==> src/rtl/pmem_arbiter.sv <==
// ----------------------------------------------------------------------------
// pmem_arbiter
//
// Shares the single physical-memory port between the I-cache and D-cache
// line-fill paths. One cache-line transaction is in flight at a time; when both
// caches ask in the same idle cycle the side that was not granted last wins.
// The granted request is latched so that pmem_* stays stable while memory
// works, and the returned line is registered per requester. A pm_error, or
// memory going quiet for too long, becomes an error response to the requester.
//
// Parameters
//   ADDR_W   pmem address width
//   LINE_W   cache line width
//   TIMEOUT  max BUSY cycles without pmem_resp before an error response
//
// Ports
//   clk, rst                  clock, synchronous active-high reset
//   i_read, i_address         I-cache line read request (held until i_resp)
//   i_rdata, i_resp, i_error  I-cache completion (one-cycle pulse)
//   d_read, d_write           D-cache line read / writeback request
//   d_address, d_wdata        D-cache request address and writeback line
//   d_rdata, d_resp, d_error  D-cache completion (one-cycle pulse)
//   pmem_read, pmem_write     command to physical memory
//   pmem_address, pmem_wdata  latched address / write line to memory
//   pmem_rdata, pmem_resp     line and completion from memory
//   pm_error                  memory error, terminates the transaction
// ----------------------------------------------------------------------------
module pmem_arbiter #(
    parameter int ADDR_W  = 32,
    parameter int LINE_W  = 256,
    parameter int TIMEOUT = 1023
) (
    input  logic              clk,
    input  logic              rst,

    input  logic              i_read,
    input  logic [ADDR_W-1:0] i_address,
    output logic [LINE_W-1:0] i_rdata,
    output logic              i_resp,
    output logic              i_error,

    input  logic              d_read,
    input  logic              d_write,
    input  logic [ADDR_W-1:0] d_address,
    input  logic [LINE_W-1:0] d_wdata,
    output logic [LINE_W-1:0] d_rdata,
    output logic              d_resp,
    output logic              d_error,

    output logic              pmem_read,
    output logic              pmem_write,
    output logic [ADDR_W-1:0] pmem_address,
    output logic [LINE_W-1:0] pmem_wdata,
    input  logic [LINE_W-1:0] pmem_rdata,
    input  logic              pmem_resp,
    input  logic              pm_error
);

    localparam int              TMR_W   = $clog2(TIMEOUT + 1);
    localparam logic [TMR_W-1:0] TMR_MAX = TMR_W'(TIMEOUT);

    typedef enum logic [1:0] {
        IDLE,
        BUSY,
        RESP
    } state_t;

    state_t             state;
    state_t             state_next;

    logic               owner_d;       // 1: current transaction belongs to the D-cache
    logic               last_grant_d;  // side granted most recently, for round-robin
    logic               op_write;
    logic               err_q;
    logic [ADDR_W-1:0]  addr_q;
    logic [LINE_W-1:0]  wdata_q;
    logic [LINE_W-1:0]  i_line_q;
    logic [LINE_W-1:0]  d_line_q;
    logic [TMR_W-1:0]   timer;

    logic               pending_i;
    logic               pending_d;
    logic               grant_valid;
    logic               grant_d;
    logic               busy_ok;
    logic               busy_err;

    // Arbitration and BUSY completion decode. Requests are only looked at in
    // IDLE, so anything that rises during BUSY/RESP simply waits its turn.
    always_comb begin
        pending_i   = i_read;
        pending_d   = d_read | d_write;
        grant_valid = 1'b0;
        grant_d     = 1'b0;
        busy_ok     = 1'b0;
        busy_err    = 1'b0;
        state_next  = state;

        case (state)
            IDLE: begin
                if (pending_i && pending_d) begin
                    grant_valid = 1'b1;
                    grant_d     = ~last_grant_d;
                end else if (pending_d) begin
                    grant_valid = 1'b1;
                    grant_d     = 1'b1;
                end else if (pending_i) begin
                    grant_valid = 1'b1;
                    grant_d     = 1'b0;
                end
                if (grant_valid) begin
                    state_next = BUSY;
                end
            end
            BUSY: begin
                // pm_error overrides a simultaneous pmem_resp; the timeout only
                // fires when memory has said nothing at all this cycle.
                busy_ok  = pmem_resp & ~pm_error;
                busy_err = pm_error | (~pmem_resp & (timer == TMR_MAX));
                if (busy_ok || busy_err) begin
                    state_next = RESP;
                end
            end
            RESP: begin
                state_next = IDLE;
            end
            default: begin
                state_next = IDLE;
            end
        endcase
    end

    // State register plus the latched transaction. The RESP->IDLE gap gives the
    // requester a cycle to drop its request before the next arbitration.
    always_ff @(posedge clk) begin
        if (rst) begin
            state        <= IDLE;
            owner_d      <= 1'b0;
            last_grant_d <= 1'b0;
            op_write     <= 1'b0;
            err_q        <= 1'b0;
            addr_q       <= '0;
            wdata_q      <= '0;
            i_line_q     <= '0;
            d_line_q     <= '0;
            timer        <= '0;
        end else begin
            state <= state_next;

            if (grant_valid) begin
                owner_d      <= grant_d;
                last_grant_d <= grant_d;
                op_write     <= grant_d & d_write;
                addr_q       <= grant_d ? d_address : i_address;
                if (grant_d) begin
                    wdata_q <= d_wdata;
                end
                timer <= '0;
                err_q <= 1'b0;
            end

            if (state == BUSY) begin
                if (busy_ok) begin
                    err_q <= 1'b0;
                    // Writebacks leave the D-side line untouched.
                    if (!op_write) begin
                        if (owner_d) begin
                            d_line_q <= pmem_rdata;
                        end else begin
                            i_line_q <= pmem_rdata;
                        end
                    end
                end else if (busy_err) begin
                    err_q <= 1'b1;
                end else if (timer != TMR_MAX) begin
                    timer <= timer + TMR_W'(1);
                end
            end
        end
    end

    // Memory-side outputs come only from latched state, never from the caches.
    assign pmem_read    = (state == BUSY) & ~op_write;
    assign pmem_write   = (state == BUSY) &  op_write;
    assign pmem_address = addr_q;
    assign pmem_wdata   = wdata_q;

    assign i_resp  = (state == RESP) & ~owner_d;
    assign d_resp  = (state == RESP) &  owner_d;
    assign i_error = i_resp & err_q;
    assign d_error = d_resp & err_q;
    assign i_rdata = i_line_q;
    assign d_rdata = d_line_q;

endmodule
==> config.mk <==
export PLATFORM = sky130hd
export DESIGN_NAME = pmem_arbiter
export DESIGN_NICKNAME = d
export VERILOG_FILES = /design/src/rtl/pmem_arbiter.sv
export SDC_FILE = /design/constraint.sdc
export NUM_CORES = 2
export LEC_CHECK = 0
export CORE_AREA = 10 10 533 535
export DETAILED_ROUTE_END_ITERATION = 7
export DIE_AREA = 0 0 543 545
export GPL_ROUTABILITY_DRIVEN = 0
export GPL_TIMING_DRIVEN = 0
export PLACE_DENSITY = 0.3
export SLEW_MARGIN = 20
export SYNTH_ARGS = -nofsm -noshare
export SYNTH_HDL_FRONTEND = slang
export SYNTH_SLANG_ARGS = --single-unit
==> constraint.sdc <==
create_clock -name clk -period 2 [get_ports clk]
set_input_delay 0.2 -clock clk [delete_from_list [all_inputs] [get_ports clk]]
set_output_delay 0.2 -clock clk [all_outputs]
set_load 0.1 [all_outputs]
==> results.py <==
metrics = {
    "place": {
        "dp_hpwl_um": 196000,
        "dp.cells": 8598,
        "port_buffers": 1387,
        "placed_cell_area_um2": 46800,
        "dp_slack_ns": -1.62,
    },
    "final_layout": {
        "stdcell_count": 9466,
        "n_fill_cell": 30000,
        "drive_gt1_share_pct": 30.4,
        "multi_input_area_um2": 13500,
        "nets": 6320,
        "final_core_util_pct": 22.8,
        "area_growth_pct": 117,
        "fin_area_um2": 62100,
        "register_area_um2": 16300,
    },
    "synthesis": {
        "ys_warn_count": 0,
        "synth_top_area_share_pct": 57.0,
        "synth_most_common_cell": "nand2_1",
        "yosys_register_bits": 815,
        "synth_area_um2": 28600,
        "syn_nets": 4200,
        "synth_edf_count": 0,
        "async_flop_share_pct": 0,
        "synth.distinct_cells": 40,
        "syn_inst": 3616,
        "syn_avg_cell_area_um2": 7.92,
        "synth_commonest_cells": "nand2_1, dfxtp_1, a21oi_1",
        "synth_flop_cell": "dfxtp_1",
        "synthTopCellsByArea": "dfxtp_1, nand2_1, a21oi_1, clkbuf_1, buf_2",
        "yosys.area.top_type": "dfxtp_1",
        "yosysSeqAreaShare_pct": 57.0,
    },
    "timing": {
        "fin_tns_setup_ns": -14.81,
        "relSlewSlack_pct": 27.3,
        "hold_violations": 0,
        "period_share_pct": 105,
        "period_needed_ns": 2.11,
        "skew_ns": 0.0360,
        "fin_hold_ws_ns": 0.0556,
        "fin_ws_ns": -0.109,
        "rsz0062_at_grt": "yes",
        "drv_slew": 0,
        "fmax_ghz": 0.474,
        "tightest_slew_ns": 1.09,
        "setup-violations-final": 494,
    },
    "outcome": {
        "violations": "negative setup slack",
        "status": "finished with violations",
    },
    "critical_path": {
        "worstPathArrival_ns": 1.91,
        "startpoint_type": "flip-flop",
        "crit_chain": "buf_6, nor2b_4, nor2b_4, and2_4, buf_12",
        "cp_max_fo": 6,
        "worstSetupStartpoint": "state[0]",
        "setup.worst_path.end_class": "primary output",
        "cpMaxStageDelayCell": "dfxtp_2",
        "crit_type": "reg -> out",
        "worstReg2RegStart": "state[0]",
        "cpMostUsedCell": "nor2b_4",
        "slowest_delay_ns": 0.32,
        "worst_ep_required_time_ns": 1.80,
        "reg2reg_setup_slack_ns": -0.10,
    },
    "hold_path": {
        "worstHoldPathType": "in -> reg",
        "hp-start": "d_wdata[80]",
    },
    "routing": {
        "routed_wl_um": 244000,
        "vias": 34000,
        "drtIter0Drc": 1385,
        "dr.pass1.iters": 5,
        "wire_per_inst_um": 25.8,
        "routed_via_density": 3.59,
        "drc": 0,
        "ant_nets": 0,
    },
    "floorplan": {
        "start_util_pct": 10.5,
        "num_rows": 192,
        "core_area_um2": 273000,
        "die_w_um": 543,
        "die_area_um2": 296000,
        "ioPinCount": 1389,
        "die_y_um": 545,
    },
    "power": {
        "power_frac_clock_pct": 39.0,
        "power_density_nw_per_um2": 833,
        "p_leak_nw": 21.5,
        "internal_power_mw": 32.9,
        "ir_worst_vdd_mv": 0.683,
        "swShare_pct": 36.3,
        "finalPower_mw": 51.7,
        "comb_power_share_pct": 27.0,
        "power_frac_seq_pct": 34.0,
        "p_switching_mw": 18.8,
    },
    "global_route": {
        "overflow": 0,
        "antenna_found_initial": 106,
        "grt_max_degree": 15,
        "grt_pass1_wl_um": 312000,
        "grt.total_usage_pct": 15.1,
        "grt_pass1_vias": 34700,
    },
    "clock_tree": {
        "htreeDepth": 3,
        "clock_latency_ns": 0.83,
        "clock-sinks": 815,
        "cts_buffers": 112,
        "path_clk_slew_ns": 0.06,
        "cts.path.max_buffers": 4,
        "cts_tree": "done",
        "cts_root_buffer": "clkbuf_16",
    },
    "flow_run": {
        "maxCapViolCount": 0,
    },
}
[cells by family after synthesis]
logic type | count (synthesis) | synth area share [%]
adders and majority gates | 1 | 0.0437
and+or+nand+nor | 1692 | 22.8
DFF | 815 | 57.0
buffers and inverters | 279 | 5.05
AOI/OAI and AO/OA | 829 | 15.2
[layout by cell type, fill, tap and decap left out, types with 36 or more instances in the layout]
cell type        count
clkbuf_4            42
a21oi_2            224
clkdlybuf4s18_2     39
buf_12              64
nor2_1              36
nand2_4            205
buf_6               40
clkbuf_16          155
clkbuf_1           120
dlygate4sd3_1      522
a21oi_1            550
clkdlybuf4s50_1    581
nand2_1           1345
diode_2             64
clkdlybuf4s15_2    639
buf_2               86
dfxtp_1            811
nand2_2             52
buf_4               67
[cell type report]
class                           count  share of cell area [%]
Timing Repair Buffer             2008                    34.6
Clock inverter                     22                   0.409
Sequential cell                   815                    26.3
Multi-Input combinational cell   2522                    21.8
Tap cell                         3589                    7.23
Antenna cell                       64                   0.258
Clock buffer                      169                    5.33
Inverter                            1                 0.00605
Buffer                            276                    4.02
[power groups by stage]
stage | logic, mW | clock network, mW | registers (mW)
floorplan | 2.04 | 0 | 23.2
global placement | 12.4 | 0 | 17.9
detailed placement | 12.3 | 0 | 17.9
CTS | 13.7 | 21.0 | 17.6
global route | 14.6 | 21.5 | 17.7
finish | 14.0 | 20.1 | 17.6
[critical path, delay by kind of cell, from the launching register on]
kind	cells	cell delay [ns]
buffers and inverters	2	0.29
flip-flops	1	0.32
AND/OR/NAND/NOR	3	0.43
[timing repair]
action,4_1_cts,5_1_grt
endpoints found under the hold margin,716,0
pin swaps,173,306
hold buffers,522,0
gates resized for setup,2731,809
buffers inserted,20,20
endpoints found under the setup margin,1587,1419
cloned,22,36
[routing by layer]
metal  track usage [%]  vias up  part of all wire [%]
met5                 0        -                  0.13
met4              3.76       50                   2.8
met3              6.22      288                   8.9
met2              28.1     1216                    51
met1              15.6    16300                    37
li1                  -    16200                     -
[sequential cells by signal, summed over array words and instances (netlist names)]
signal	count
d_rdata	256
i_rdata	256
pmem_wdata	256
pmem_address	32
timer	10
state	2
err_q	1
last_grant_d	1
op_write	1
[path summary, 6_finish.rpt]
kind                         end  cells past startpoint
setup / recovery         i_error                      5
hold reg to reg     d_rdata[227]                      2
hold / removal    pmem_wdata[80]                      3
setup reg to reg    i_rdata[153]                      9
Note: power is estimated with default switching activity, not from simulation.
